==> src/rtl/stream_mux_arb.sv <==
// N-channel valid/ready stream selector with a one-entry output register.
// Channel chosen by external select (MODE=0) or round-robin (MODE=1).
module stream_mux_arb #(
   parameter int WIDTH = 8,
   parameter int N_CH  = 4,
   parameter int SEL_W = 2,
   parameter int MODE  = 0
) (
   input  logic                  clk,
   input  logic                  rst_n,
   input  logic [N_CH*WIDTH-1:0] in_data,
   input  logic [N_CH-1:0]       in_valid,
   output logic [N_CH-1:0]       in_ready,
   input  logic [SEL_W-1:0]      sel,
   output logic [WIDTH-1:0]      out_data,
   output logic                  out_valid,
   input  logic                  out_ready,
   output logic [SEL_W-1:0]      out_ch
);

   if (SEL_W != $clog2(N_CH)) begin : g_bad_sel_w
      $error("SEL_W must equal clog2(N_CH)");
   end

   typedef enum logic {EMPTY, FULL} state_t;

   state_t             state;
   logic [SEL_W-1:0]   rr_ptr;
   logic [SEL_W-1:0]   grant;
   logic               grant_ok;
   logic               gvalid;
   logic               load_en;
   logic [WIDTH-1:0]   grant_data;

   logic [SEL_W-1:0]   rr_grant;
   logic               rr_found;
   logic               sel_ok;
   logic               sel_valid;

   assign out_valid = (state == FULL);
   assign load_en   = !out_valid || out_ready;

   // Out-of-range select codes never match a channel, so they grant nothing.
   always_comb begin
      sel_ok    = 1'b0;
      sel_valid = 1'b0;
      for (int i = 0; i < N_CH; i++) begin
         if (SEL_W'(i) == sel) begin
            sel_ok    = 1'b1;
            sel_valid = in_valid[i];
         end
      end
   end

   always_comb begin
      int idx;
      rr_found = 1'b0;
      rr_grant = '0;
      for (int k = 1; k <= N_CH; k++) begin
         idx = int'(rr_ptr) + k;
         if (idx >= N_CH) idx = idx - N_CH;
         for (int i = 0; i < N_CH; i++) begin
            if (!rr_found && i == idx && in_valid[i]) begin
               rr_found = 1'b1;
               rr_grant = SEL_W'(i);
            end
         end
      end
   end

   always_comb begin
      if (MODE == 1) begin
         grant    = rr_grant;
         grant_ok = rr_found;
         gvalid   = rr_found;
      end else begin
         grant    = sel;
         grant_ok = sel_ok;
         gvalid   = sel_valid;
      end
   end

   always_comb begin
      in_ready   = '0;
      grant_data = '0;
      for (int i = 0; i < N_CH; i++) begin
         if (grant_ok && SEL_W'(i) == grant) begin
            in_ready[i] = load_en;
            grant_data  = in_data[i*WIDTH +: WIDTH];
         end
      end
   end

   always_ff @(posedge clk or negedge rst_n) begin
      if (!rst_n) begin
         state    <= EMPTY;
         out_data <= '0;
         out_ch   <= '0;
         rr_ptr   <= SEL_W'(N_CH - 1);
      end else if (load_en) begin
         if (gvalid) begin
            state    <= FULL;
            out_data <= grant_data;
            out_ch   <= grant;
            if (MODE == 1) rr_ptr <= grant;
         end else begin
            state <= EMPTY;
         end
      end
   end

endmodule
==> config.mk <==
export PLATFORM = sky130hd
export DESIGN_NAME = stream_mux_arb
export DESIGN_NICKNAME = d
export VERILOG_FILES = /design/src/rtl/stream_mux_arb.sv
export SDC_FILE = /design/constraint.sdc
export NUM_CORES = 1
export LEC_CHECK = 0
export CAP_MARGIN = 20
export CORE_AREA = 2 2 68 44
export DETAILED_ROUTE_END_ITERATION = 10
export DIE_AREA = 0 0 70 46
export PLACE_DENSITY = 0.75
export SYNTH_ARGS = -nofsm -noshare
export SYNTH_HDL_FRONTEND = slang
export SYNTH_SLANG_ARGS = --single-unit
==> constraint.sdc <==
create_clock -name clk -period 1.4 [get_ports clk]
set_input_delay 0.28 -clock clk [delete_from_list [all_inputs] [get_ports clk]]
set_output_delay 0.28 -clock clk [all_outputs]
set_load 0.02 [all_outputs]
==> impl_metrics.toml <==
[place]
placed_cells = 143
placed_cell_area_um2 = 1390
place_congestion = 0.683
hpwlAfterDp_um = 1820
io_buffers = 55

[die]
fp.dieW_um = 70
die_height_um = 46
rows = 15
core_um2 = 2670
start_util_pct = 27.7
ioPinCount = 56
dieArea_um2 = 3220

[finish]
nets = 159
post-route-cell-area_um2 = 1480
drive_gt1_share_pct = 37.6
fin_util_pct = 55.5
fillers = 223
multi_input_area_um2 = 460
ff_latch_area_um2 = 277
antenna_cells = 0
final_cells = 151
synthToLayoutAreaGrowth_pct = 100

[global_routing]
antenna_found_initial = 0
grtUsageTotal_pct = 13.8
grt_first_pass_wirelength_um = 3280
grt_pass1_vias = 743
grt_max_degree = 12
grt-ovfl-total = 0

[yosys]
synthDominantCellAreaShare_pct = 37.2
synth_ff_type = "dfrtp_1"
ys_warn_count = 0
synth_enable_flop_cells = 0
syn-instance-count = 48
yosys.area.top_type = "dfrtp_1"
synthesis.nets = 89
synthTopCellsByArea = "dfrtp_1 37%, mux4_2 21%, mux2_4 18%"
ys_seq_elements = 11
synth_cell_types = 20
syn_area_um2 = 739
async_flop_share_pct = 100
syn_area_per_cell_um2 = 15.4
ys_seq_area_share_pct = 37.2

[pwr]
power.leakage_uw = 0.000665
pwr_density_cell_nw_per_um2 = 924
ir_worst_vdd_mv = 0.461
finalPower_uw = 1370

[sta]
fin_setup_tns_ns = -1.50
finalCriticalPeriod_ns = 1.56
final_max_slew_viol_count = 0
max_slew.worst_pin.slew_ns = 0.500
fin_skew_ns = 0.00179
max_freq_ghz = 0.642
grt_setup_unrepaired = "true"
period_share_pct = 111
setup_viol = 10
timing.final.ws_setup_ns = -0.159
relSlewSlack_pct = 66.6
hold_viol = 0

[clock_network]
cts_hold_buf = 0
clock_sinks = 11
path_clk_slew_ns = 0.05
h-tree-depth = 1
cts_root_buffer = "clkbuf_8"
insertion_delay_ns = 0.23
cts_tree = "yes"
cts_made_buffers = 3
clockBufferDepth = 2

[drt]
via_per_inst = 4.48
via_count = 677
drcViolationCount = 0
antenna_left = 0
wirelength_um = 2160
dr.pass1.iters = 2
routedWlPerCell_um = 14.3
drt_iter0_markers = 2

[worst_setup_path]
arrival_ns = 1.67
end_kind = "register"
path_class = "reg2reg"
startpoint_type = "register"
required_ns = 1.51
cp_max_fo = 5

[job]
cap_violations = 0

[hold_path]
worst_hold_path_type = "in2async"

[run_status]
outcome = "finished, violations left"
violations = "setup timing"
## report_power, final
part | internal, µW | switching, µW
logic | 378 | 248
registers | 398 | 42.1
clock network | 198 | 102
## critical path, cell delays in order, from the launching register on
cell and delay (ns):
dfrtp_2 0.42, nor2b_4 0.14, buf_6 0.12, nor3_4 0.15, o21ba_4 0.18, buf_6 0.13
mux2_4 0.29
## state kept, by name, indices dropped and copies added, names as in the netlist
register / cells
out_data: 8
out_ch: 2
out_valid: 1
## final cells by class
cell class	instances	share of cell area (%)
timing repair buffer	69	44.0
clock buffer	4	3.05
sequential	11	18.7
tap	34	2.88
inverter	1	0.254
multi-input combinational	32	31.1
## timing repair
| action | 4_1_cts | 5_1_grt |
|---|---|---|
| cloned | 0 | 0 |
| resized for setup | 43 | 3 |
| pin swaps | 2 | 2 |
| buffers inserted | 3 | 1 |
| hold endpoints to repair | 0 | 0 |
| endpoints found under the setup margin | 25 | 12 |
## cells in the mapped netlist, types with 2 or more instances
| master | instances |
|---|---|
| mux2i_1 | 2 |
| mux2_4 | 9 |
| nand2_1 | 2 |
| mux4_2 | 7 |
| buf_6 | 3 |
| dfrtp_1 | 11 |
## routing by layer
layer	global-route usage, %	up-vias	share of wire [%]
met3	7.96	2	9.5
met1	14.9	321	37
met5	0	-	0
li1	-	322	-
met2	24.6	32	53
met4	2.31	0	0.19
## logic make-up (layout without fill, tap and decap cells)
logic type / count (synthesis) / in the layout / synth area share, %
DFF: 11 / 11 / 37.2
AOI/OAI and AO/OA: 3 / 3 / 3.22
muxes: 19 / 19 / 45.9
and+or+nand+nor: 10 / 10 / 8.12
buffers and inverters: 5 / 74 / 5.58
## metrics by stage
stage / setup slack, ns / hold slack (ns)
after floorplan: -0.0561 / -0.0156
after global placement: -0.639 / 0.498
after detailed placement: -0.667 / 0.497
after CTS: -0.183 / 0.400
after global routing: -0.223 / 0.417
final: -0.159 / 0.387
## path summary, 6_finish.rpt
| kind | slack [ns] | from | to | cells past startpoint |
|---|---|---|---|---|
| max in group asynchronous | 0.65 | rst_n | out_valid | 1 |
| min reg2reg | 0.50 | out_data[3] | out_data[3] | 1 |
| max reg2reg | -0.16 | out_valid | out_data[2] | 6 |
| min | 0.39 | rst_n | out_data[3] | 1 |
| min in group clk | 0.50 | out_data[3] | out_data[3] | 1 |
| max | -0.16 | out_valid | out_data[2] | 6 |
## cell usage in the layout, fill, tap and decap left out, drive strengths merged
| master | synthesis | layout |
|---|---|---|
| nand2 | 2 | 2 |
| nor3 | 2 | 2 |
| dfrtp | 11 | 11 |
| nor2 | 1 | 1 |
| clkdlybuf4s50 | 0 | 37 |
| o22ai | 1 | 1 |
| dlygate4sd2 | 0 | 13 |
| inv | 1 | 1 |
| nand2b | 1 | 1 |
| mux2i | 2 | 2 |
| nor2b | 1 | 1 |
| mux4 | 8 | 8 |
| mux2 | 9 | 9 |
| clkbuf | 1 | 5 |
| and3 | 1 | 1 |
| a21o | 1 | 1 |
| or2b | 1 | 1 |
| o21ba | 1 | 1 |
| nor3b | 1 | 1 |
| buf | 3 | 18 |
(Power assumes the default switching activity.)
